--- config.mk ---
export PLATFORM = sky130hd
export DESIGN_NAME = seq_subtractor32
export DESIGN_NICKNAME = d
export VERILOG_FILES = /design/src/rtl/seq_subtractor32.sv
export SDC_FILE = /design/constraint.sdc
export NUM_CORES = 1
export LEC_CHECK = 0
export BUFFER_PORTS_ARGS = -buffer_cell sky130_fd_sc_hd__buf_2
export CAP_MARGIN = 20
export CORE_MARGIN = 1
export CORE_UTILIZATION = 40
export CTS_CLUSTER_SIZE = 8
export DETAILED_ROUTE_END_ITERATION = 12
export PLACE_DENSITY = 0.59
export SYNTH_ARGS = -nofsm -noshare
export SYNTH_HDL_FRONTEND = slang
export SYNTH_SLANG_ARGS = --single-unit
--- constraint.sdc ---
create_clock -name clk -period 5.6 [get_ports clk]
set_clock_uncertainty 0.1 [all_clocks]
set_input_delay 1.12 -clock clk [delete_from_list [all_inputs] [get_ports clk]]
set_output_delay 1.12 -clock clk [all_outputs]
set_load 0.01 [all_outputs]
--- src/rtl/seq_subtractor32.sv ---
// seq_subtractor32: multi-cycle subtractor computing d = x - y - bin one
// SLICE_W-bit slice per clock, least-significant slice first, with the borrow
// rippling between slices. Result and flags (borrow-out, zero, signed
// overflow) are published only when the last slice completes, so partial
// differences never appear on the outputs.
module seq_subtractor32 #(
  parameter int WIDTH   = 32,
  parameter int SLICE_W = 8
) (
  input  logic             clk,
  input  logic             rst,
  input  logic             start,
  input  logic [WIDTH-1:0] x,
  input  logic [WIDTH-1:0] y,
  input  logic             bin,
  output logic             busy,
  output logic             done,
  output logic [WIDTH-1:0] d,
  output logic             bout,
  output logic             zero,
  output logic             ovf
);

  localparam int NSLICE = WIDTH / SLICE_W;
  localparam int CNT_W  = (NSLICE > 1) ? $clog2(NSLICE) : 1;
  localparam logic [CNT_W-1:0] LAST_CNT = CNT_W'(NSLICE - 1);

  typedef enum logic [1:0] {
    S_IDLE = 2'd0,
    S_RUN  = 2'd1,
    S_DONE = 2'd2
  } state_t;

  state_t           state_q;
  logic [CNT_W-1:0] cnt_q;
  logic [WIDTH-1:0] x_q;
  logic [WIDTH-1:0] y_q;
  logic [WIDTH-1:0] acc_q;
  logic             borrow_q;
  logic [WIDTH-1:0] d_q;
  logic             bout_q;
  logic             zero_q;
  logic             ovf_q;
  logic             busy_q;
  logic             done_q;

  logic [SLICE_W-1:0] xs_s;
  logic [SLICE_W-1:0] ys_s;
  logic [SLICE_W:0]   diff_s;
  logic [WIDTH-1:0]   acc_d;
  logic               zero_d;
  logic               ovf_d;

  // Current slice subtraction and the accumulator with that slice filled in.
  always_comb begin
    xs_s   = x_q[int'(cnt_q) * SLICE_W +: SLICE_W];
    ys_s   = y_q[int'(cnt_q) * SLICE_W +: SLICE_W];
    diff_s = {1'b0, xs_s} - {1'b0, ys_s} - {{SLICE_W{1'b0}}, borrow_q};
    acc_d  = acc_q;
    acc_d[int'(cnt_q) * SLICE_W +: SLICE_W] = diff_s[SLICE_W-1:0];
    // Flags derive from the captured operands and the completed difference.
    zero_d = (acc_d == {WIDTH{1'b0}});
    ovf_d  = (x_q[WIDTH-1] != y_q[WIDTH-1]) && (acc_d[WIDTH-1] != x_q[WIDTH-1]);
  end

  // Control FSM, operand capture, slice datapath and registered outputs.
  always_ff @(posedge clk) begin
    if (rst) begin
      state_q  <= S_IDLE;
      cnt_q    <= {CNT_W{1'b0}};
      x_q      <= {WIDTH{1'b0}};
      y_q      <= {WIDTH{1'b0}};
      acc_q    <= {WIDTH{1'b0}};
      borrow_q <= 1'b0;
      d_q      <= {WIDTH{1'b0}};
      bout_q   <= 1'b0;
      zero_q   <= 1'b0;
      ovf_q    <= 1'b0;
      busy_q   <= 1'b0;
      done_q   <= 1'b0;
    end else begin
      done_q <= 1'b0;
      case (state_q)
        // DONE accepts a new start exactly like IDLE, giving back-to-back ops.
        S_IDLE, S_DONE: begin
          if (start) begin
            x_q      <= x;
            y_q      <= y;
            borrow_q <= bin;
            cnt_q    <= {CNT_W{1'b0}};
            busy_q   <= 1'b1;
            state_q  <= S_RUN;
          end else begin
            busy_q  <= 1'b0;
            state_q <= S_IDLE;
          end
        end
        // start is deliberately not looked at here.
        S_RUN: begin
          acc_q    <= acc_d;
          borrow_q <= diff_s[SLICE_W];
          if (cnt_q == LAST_CNT) begin
            cnt_q   <= {CNT_W{1'b0}};
            d_q     <= acc_d;
            bout_q  <= diff_s[SLICE_W];
            zero_q  <= zero_d;
            ovf_q   <= ovf_d;
            busy_q  <= 1'b0;
            done_q  <= 1'b1;
            state_q <= S_DONE;
          end else begin
            cnt_q   <= cnt_q + {{(CNT_W-1){1'b0}}, 1'b1};
            state_q <= S_RUN;
          end
        end
        default: begin
          busy_q  <= 1'b0;
          state_q <= S_IDLE;
        end
      endcase
    end
  end

  assign busy = busy_q;
  assign done = done_q;
  assign d    = d_q;
  assign bout = bout_q;
  assign zero = zero_q;
  assign ovf  = ovf_q;

endmodule

==> Word level (Yosys, flattened, before mapping) <==
Index checks and enable logic that the tools add are counted.
{ "classes": {"n_addsub": 4, "multipliers": 0, "div_mod_pow": 0, "order_cmp": 0, "eq_ne": 7, "shift": 4, "muxes": 13, "bitwise_logic": 1, "n_reduce_logical": 9} }
{ "ops": {"columns": ["operator", "count"], "rows": [
  ["variable part select 32 x 6 -> 8 bit", 2],
  ["negator 5 -> 33 bit", 1],
  ["variable shift 8 x 33 -> 32 bit, first input constant", 1],
  ["variable part select 8 x 33 -> 32 bit", 1],
  ["bitwise mux 32 bit", 1],
  ["logical NOT 32 bit", 1],
  ["subtractor 8 x 8 -> 9 bit", 1],
  ["subtractor 9 x 1 -> 9 bit", 1],
  ["one-hot mux 2 bit (2 select lines)", 2],
  ["2-to-1 mux 2 bit", 3],
  ["AND reduction 2 bit", 3],
  ["2-to-1 mux 1 bit", 5],
  ["== test 2 bit, second input constant", 2],
  ["!= test 2 bit, second input constant", 2],
  ["one-hot mux 1 bit (2 select lines)", 2],
  ["OR reduction 2 bit", 2],
  ["adder 2 x 1 -> 2 bit, second input constant", 1],
  ["== test 2 x 1 -> 1 bit, second input constant", 1],
  ["logical NOT 2 bit", 1],
  ["!= test 1 bit", 2],
  ["nonzero test 2 bit", 1],
  ["logical AND 1 bit", 1],
  ["inverter 1 bit", 1]
]} }
{ "totals": {"regBits": 138, "latch_bits": 0, "ramBits": 0, "rom_bits": 0, "word_cells": 50, "mem_count": 0} }

==> Depth between registers and ports, before layout <==
Gate-level depths: netlist of the first run.
{ "depth": {"depth_word": 7, "mapped_depth": 15} }

==> Worst setup path before layout of the first run <==
OpenSTA, ideal clock, no wires.
{ "synth_timing": {"kind": "reg2reg", "from": "reg cnt_q[0]", "to": "reg ovf_q (netlist: ovf)", "t_arrival_ns": 3.597, "required_ns": 5.380, "path_slack_ns": 1.783, "path_stages_with_launch": 14, "n_path_buf": 3, "path_cell_list": "dfxtp_1 buf_4 buf_2 buf_2 mux4_2 fa_1 ha_1 nand2_1 or2_1 a31o_2 a211oi_2 a2bb2oi_2 a311oi_1 o31a_1"} }
{ "synth_between": {"elab_chain_len": 7, "word_cells_on_any_way": 12, "classes_between": "add/sub (3); eq/ne (2); shift (4); mux (1); reduce/logical (2)"} }
{ "synth_rtl": {"columns": ["item", "line", "text"], "rows": [
  ["from (decl)", "35", "logic [CNT_W-1:0] cnt_q;"],
  ["from (signal assigned)", "70", "cnt_q <= {CNT_W{1'b0}};"],
  ["from (signal assigned)", "90", "cnt_q <= {CNT_W{1'b0}};"],
  ["from (signal assigned)", "103", "cnt_q <= {CNT_W{1'b0}};"],
  ["variable part select 32 x 6 -> 8 bit (on tied branches)", "56, 57", null],
  ["subtractor 8 x 8 -> 9 bit", "58", "diff_s = {1'b0, xs_s} - {1'b0, ys_s} - {{SLICE_W{1'b0}}, borrow_q};"],
  ["subtractor 9 x 1 -> 9 bit", "58", null],
  ["variable part select 8 x 33 -> 32 bit", "60", "acc_d[int'(cnt_q) * SLICE_W +: SLICE_W] = diff_s[SLICE_W-1:0];"],
  ["bitwise mux 32 bit", "60", null],
  ["!= test 1 bit", "63", "ovf_d = (x_q[WIDTH-1] != y_q[WIDTH-1]) && (acc_d[WIDTH-1] != x_q[WIDTH-1]);"],
  ["logical AND 1 bit", "63", null],
  ["to (signal assigned)", "107", "ovf_q <= ovf_d;"],
  ["to (decl)", "43", "logic ovf_q;"]
]} }
Parallel ways exist; a longest one is shown, timed or not.
A chain may end at the register's enable or synchronous reset.

==> Worst setup path in the final report of the first run <==
{ "layout_timing": {"from": "reg cnt_q[0]", "to": "reg zero_q (netlist: zero)"} }
{ "layout_between": {"elab_chain_len": 6, "word_cells_on_any_way": 11, "classes_between": "add/sub (3); eq/ne (1); shift (4); mux (1); reduce/logical (2)"} }
{ "layout_rtl": {"columns": ["item", "line", "text"], "rows": [
  ["variable part select 32 x 6 -> 8 bit (on tied branches)", "56, 57", null],
  ["subtractor 8 x 8 -> 9 bit", "58", null],
  ["subtractor 9 x 1 -> 9 bit", "58", null],
  ["variable part select 8 x 33 -> 32 bit", "60", null],
  ["bitwise mux 32 bit", "60", null],
  ["logical NOT 32 bit", "62", "zero_d = (acc_d == {WIDTH{1'b0}});"],
  ["to (signal assigned)", "106", "zero_q <= zero_d;"],
  ["to (decl)", "42", "logic zero_q;"]
]} }
Parallel ways exist; a longest one is shown, timed or not.

==> metrics.csv, run 1 <==
stage;metric;value;unit
run_status;status;complete, no violations;
synthesis;top cells by area in the synthesized netlist;dfxtp_1 (44%), nand2_1 (8.7%), a21oi_1 (6.7%);
route;Pre-antenna DRT Iters;5;
timing;RSZ-0062 raised after global routing;no;
timing;Setup WS post-layout;1.169;ns
synthesis;Synth area leader;dfxtp_1;
setup_path;crit end category;register;
floorplanning;die area;16320;sq um
clock_tree;CTS Buffer Depth;2;
setup_path;CP Launch Type;register;
timing;Setup TNS Final;0;ns
clock_tree;Resized cells post-CTS;0;
synthesis;Seq/Total Area, Yosys;0.4368;
global_routing;first-pass GRT wire length;27.18;mm
floorplanning;IO Count;105;
timing;Slew HR;0.2526;
placement;RD Place Congestion;0.8593;
synthesis;warnings from Yosys;0;
layout;Final Util;0.4908;
clock_tree;TritonCTS buffer count;17;
synthesis;synthesized area per cell;8.594;sq um
synthesis;cell with the most instances after synthesis;nand2_1;
timing;period utilization;0.7912;
route;DRC viols;0;
clock_tree;worst skew pair latency;0.42;ns
route;Total Wirelength;16.31;mm
global_routing;largest net degree at the start of global routing;72;
synthesis;area of the mapped netlist;6325;sq um
global_routing;GRT overflow;0;
clock_tree;H-Tree Depth;4;
floorplanning;core area;15310;sq um
placement;port bufs;104;
run;max_cap viols;0;
synthesis;Synth Register Bits;138;
route;Routed Antenna Nets;0;
synthesis;Post-synth EDFFs;0;
timing;Final min period;4.431;ns
layout;number of diodes;0;
power;P per Cell Area;347.2;nW/um^2
power;Worst VDD drop;0.0002241;V
floorplanning;row count;45;
clock_tree;Sink Count;138;
setup_path;crit path DAT;4.67;ns
setup_path;required time of the critical path;5.84;ns
power;total power;2.610;mW
placement;Place WS;1.055;ns
floorplanning;Die H;127.7;um
global_routing;initial antenna violation count;0;
power;Pleak;2.954;nW
synthesis;post-synth cell types;64;
timing;Final Hold Fails;0;
timing;Least-Margin Pin Slew;1.120;ns
layout;Fillers;1502;
clock_tree;CTS tree;yes;
setup_path;Max FO, Critical Path;22;
clock_tree;clk slew on worst S/H paths;0.06;ns
synthesis;Synth Flop Type;dfxtp_1;
layout;post-route non-filler standard cell count;1036;
synthesis;Mapped Nets;824;
route;wire per inst;15.75;um
floorplanning;Initial Utilization;0.4130;
route;vias per cell;5.274;
global_routing;GRT Total Usage;0.2131;
global_routing;vias in the first global route;5372;
timing;Max Slew Vio Count;0;
clock_tree;post-CTS setup buffers;0;
placement;placed cells;1005;
clock_tree;CTS root buf;clkbuf_16;
min_path;Hold WC Path Type;reg2reg;
synthesis;Post-Syn Instances;736;
synthesis;FFs w/ async S/R, synth;0;
layout;area delta synth->final;18.83;%
layout;share of layout cells above drive strength 1;0.2194;
route;first-iteration detailed-routing DRC count;397;
timing;setup violators final;0;
route;via count;5464;
clock_tree;hold buffers post-CTS;0;
layout;nets;901;
timing;FMAX;0.2257;GHz
synthesis;Yosys top cell area share;0.4368;
floorplanning;die width;127.7;um
setup_path;WS Path Type;reg2reg;
placement;hpwl dp;11.50;mm
synthesis;synth cell count leaders;nand2_1 (146), dfxtp_1 (138), a21oi_1 (85), nor2_1 (84), a211oi_1 (55);
-- stage by stage --
stage | cell area, sq um | hold slack, ns
after global placement | 6968 | 0.3390
after detailed placement | 6968 | 0.3474
after global routing | 7516 | 0.3729
after floorplan | 6325 | 0.3270
after CTS | 7516 | 0.3549
final | 7516 | 0.3519
-- cell type report --
class                      instances  area (sq um)  share of cell area
tap                              211         264.0             0.03513
inverter                          30         126.4             0.01681
clock inverter                     8         70.07            0.009322
multi-input combinational        516          3247              0.4320
clock buffer                      23         478.0             0.06359
timing repair buffer             110         568.0             0.07558
sequential                       138          2763              0.3676
-- per-layer routing --
layer | global-route usage | vias to the layer above | part of all wire
met4 | 0.09827 | 0 | 0.027
li1 | - | 2715 | -
met2 | 0.3334 | 163 | 0.46
met3 | 0.04424 | 31 | 0.048
met1 | 0.2822 | 2555 | 0.47
met5 | 0 | - | 0
-- registers in the layout, summed over array words and instances (netlist names) --
| signal | cells |
|---|---|
| acc_q | 32 |
| borrow_q | 1 |
| bout | 1 |
| busy | 1 |
| cnt_q | 2 |
| d | 32 |
| done | 1 |
| ovf | 1 |
| state_q | 2 |
| x_q | 32 |
| y_q | 32 |
| zero | 1 |
-- critical path, cell delays in order (launching register included) --
cell       delay [ns]
dfxtp_1          0.71
buf_4            0.42
mux4_2           0.55
inv_1            0.09
fa_1             0.19
inv_1            0.06
fa_1             0.58
inv_1            0.14
a31oi_1          0.37
and2_2           0.24
nand4_1          0.10
a2111oi_2        0.37
nand4_1          0.19
o31ai_2          0.23
-- cell families after synthesis --
kind of cell / share of synthesized area
muxes: 0.05816
and+or+nand+nor: 0.2034
DFF: 0.4368
AOI/OAI and AO/OA: 0.1974
xor gates and xnor gates: 0.009496
buffers and inverters: 0.05282
adders and majority gates: 0.04194
-- report_power, final --
group          switching [mW]  internal, mW
Combinational           0.304         0.190
Sequential             0.0356          1.03
Clock                   0.410         0.638
Total                   0.750          1.86
-- layout by cell type (no fill, tap or decap), drive strengths merged, types with 4 or more instances in the layout --
cell and instances:
nand2 146, o21a 4, buf 110, nor2 84, nand3 5, a21oi 88
ha 18, a211oi 56, nand2b 5, clkinv 5, a22oi 16, nor3 5
mux4 15, o21ai 4, inv 29, nor2b 7, clkbuf 23, xnor2 5
dfxtp 138
-- final timing paths --
path / from / to / slack, ns / depth (start not counted)
worst max register to register: cnt_q[0] / zero / 1.17 / 13
worst max-delay path: cnt_q[0] / zero / 1.17 / 13
worst min-delay path: y_q[18] / y_q[18] / 0.35 / 2
worst min register to register: y_q[18] / y_q[18] / 0.35 / 2
Note: power is estimated with default switching activity, not from simulation.
==> inputs of run 2 (changes only) <==
Settings changed: ABC_AREA set to 1.
Clock period 5.6 ns to 4.4 ns, I/O delays scaled along.
==> metrics.csv, run 2 <==
stage;metric;value;unit;change
run_status;status;complete, no violations;;
route;Total Wirelength;17.49;mm;+7.2%
timing;Setup TNS Final;0;ns;unchanged
timing;Least-Margin Pin Slew;0.9882;ns;-0.1314 ns
run;max_cap viols;0;;unchanged
placement;placed cell areas;7212;sq um;+3.5%
layout;area delta synth->final;18.57;%;
clock_tree;Resized cells post-CTS;0;;unchanged
clock_tree;hold buffers post-CTS;0;;unchanged
clock_tree;H-Tree Depth;4;;unchanged
clock_tree;Sink Count;138;;unchanged
synthesis;Synth area leader;dfxtp_1;;
timing;Slew HR;0.3405;;+0.08788
timing;Final Hold Fails;0;;unchanged
route;Routed Antenna Nets;0;;unchanged
synthesis;Post-Syn Instances;940;;+28%
synthesis;Mapped Nets;1028;;+25%
setup_path;R2R Setup Slk;0.74;ns;-0.43 ns
placement;hpwl dp;12.70;mm;+10%
synthesis;Synth Register Bits;138;;unchanged
timing;Final min period;3.660;ns;-0.7702 ns
layout;share of layout cells above drive strength 1;0.1553;;-0.06405
floorplanning;IO Count;105;;unchanged
clock_tree;CTS tree;yes;;
layout;most frequent cells in the layout;nor2_1 (171), dfxtp_1 (138), inv_1 (134);;
synthesis;Post-synth EDFFs;0;;unchanged
route;wire per inst;14.03;um;-11%
layout;Fillers;1662;;+11%
clock_tree;post-CTS setup buffers;0;;unchanged
setup_path;crit end category;register;;
setup_path;RR Startpoint;cnt_q[0];;
global_routing;largest net degree at the start of global routing;74;;+2.8%
timing;FMAX;0.2732;GHz;+21%
route;first-iteration detailed-routing DRC count;417;;+5.0%
layout;final instance area;7796;sq um;+3.7%
synthesis;synth cell count leaders;nor2_1 (171), dfxtp_1 (138), inv_1 (135), o21ai_0 (130), nand2_1 (119);;
timing;Max Slew Vio Count;0;;unchanged
floorplanning;die width;130.2;um;+1.9%
setup_path;crit path DAT;3.91;ns;-0.76 ns
synthesis;synthesized area per cell;6.995;sq um;-19%
setup_path;required time of the critical path;4.65;ns;-1.19 ns
layout;commonest non-fill, non-tap cell in the layout;nor2_1;;
synthesis;Yosys top cell area share;0.4202;;-0.01662
route;Pre-antenna DRT Iters;6;;+1
setup_path;CP Launch Point;cnt_q[0];;
global_routing;GRT Total Usage;0.2202;;+0.007062
route;vias per cell;4.934;;-6.4%
floorplanning;row count;46;;+2.2%
synthesis;Synth Flop Type;dfxtp_1;;
route;DRC viols;0;;unchanged
synthesis;cell with the most instances after synthesis;nor2_1;;
setup_path;WS Path Type;reg2reg;;
synthesis;top cells by area in the synthesized netlist;dfxtp_1 (42%), o21ai_0 (9.9%), nor2_1 (9.8%);;
route;via count;6148;;+13%
placement;port bufs;104;;unchanged
synthesis;post-synth cell types;35;;-45%
floorplanning;core area;15940;sq um;+4.1%
floorplanning;Initial Utilization;0.4124;;-0.0005746
floorplanning;Die H;130.2;um;+1.9%
setup_path;Max FO, Critical Path;51;;+130%
clock_tree;TritonCTS buffer count;17;;unchanged
power;P per Cell Area;452.8;nW/um^2;+30%
layout;nets;1105;;+23%
layout;number of diodes;0;;unchanged
clock_tree;CTS root buf;clkbuf_16;;
timing;worst hold slack;0.3682;ns;+0.01630 ns
global_routing;initial antenna violation count;0;;unchanged
synthesis;Seq/Total Area, Yosys;0.4202;;-0.01662
min_path;Hold WC Path Type;reg2reg;;
setup_path;CP Launch Type;register;;
floorplanning;die area;16950;sq um;+3.9%
global_routing;first-pass GRT wire length;28.64;mm;+5.4%
placement;RD Place Congestion;0.8968;;+4.4%
min_path;Min-Delay Startpoint;x_q[17];;
timing;period utilization;0.8319;;+0.04074
synthesis;area of the mapped netlist;6575;sq um;+4.0%
clock_tree;CTS Buffer Depth;2;;unchanged
clock_tree;worst skew pair latency;0.42;ns;about the same
timing;setup violators final;0;;unchanged
global_routing;vias in the first global route;5626;;+4.7%
timing;RSZ-0062 raised after global routing;no;;
power;Worst VDD drop;0.0002950;V;+32%
synthesis;FFs w/ async S/R, synth;0;;unchanged
synthesis;warnings from Yosys;0;;unchanged
power;Pleak;3.898;nW;+32%
global_routing;GRT overflow;0;;unchanged
clock_tree;clk slew on worst S/H paths;0.06;ns;about the same
[run 2: final cells by class]
cell class	instances	area, sq um	share of cell area
clock buffer	21	470.5	0.06034
clock inverter	11	93.84	0.01204
inverter	140	525.5	0.06740
multi-input combinational	606	3065	0.3932
sequential	138	2763	0.3544
tap	216	270.3	0.03467
timing repair buffer	114	608.1	0.07800
[run 2: cells by family after synthesis]
logic type	Yosys count	synth area share
AND/OR/NAND/NOR	339	0.2082
AO/OA/AOI/OAI	246	0.2160
buffers and inverters	196	0.1140
flip-flops	138	0.4202
adder cells (fa/ha/maj)	20	0.04034
XOR/XNOR	1	0.001332
[run 2: worst max-delay path, stage by stage, from the launching register on]
cell and delay, ns:
dfxtp_1 0.34, buf_4 0.44, nand2_1 0.11, a32o_1 0.29
fa_1 0.42, inv_1 0.09, fa_1 0.19, inv_1 0.06
nand2_1 0.06, nand2_1 0.15, nand4_1 0.12, o21ai_0 0.18
nor3_1 0.33, nand3_1 0.16, nor2_1 0.11, nand4_1 0.11
nor2_1 0.11, nand3_1 0.07, a21oi_1 0.12
[run 2: path summary, 6_finish.rpt]
check	cells after the start	end
setup / recovery	18	zero
hold / removal	2	x_q[17]
setup reg to reg	18	zero
hold reg to reg	2	x_q[17]
[run 2: metal layers]
metal  vias up  global-route usage  part of all wire
li1       3192                   -                 -
met1      2753              0.3241              0.52
met2       177              0.3113              0.40
met3        26             0.04264             0.060
met4         0             0.08892             0.020
met5         -                   0                 0
[run 2: per-stage QoR]
stage	utilization	setup WS [ns]	power (mW)	cells
3_3_place_gp	0.4524	0.8799	2.182	1213
2_1_floorplan	-	1.038	1.958	940
3_5_place_dp	0.4524	0.8385	2.184	1213
5_1_grt	0.4890	0.3537	3.726	1246
6_report	0.4890	0.7396	3.530	1246
4_1_cts	0.4878	0.8256	3.555	1245
[run 2: where the power goes]
part / leakage (nW) / internal, mW / switching, mW / total [mW]
registers: 1.13 / 1.33 / 0.0434 / 1.38
logic: 2.49 / 0.265 / 0.525 / 0.790
clock network: 0.271 / 0.818 / 0.547 / 1.36
total: 3.90 / 2.42 / 1.11 / 3.53
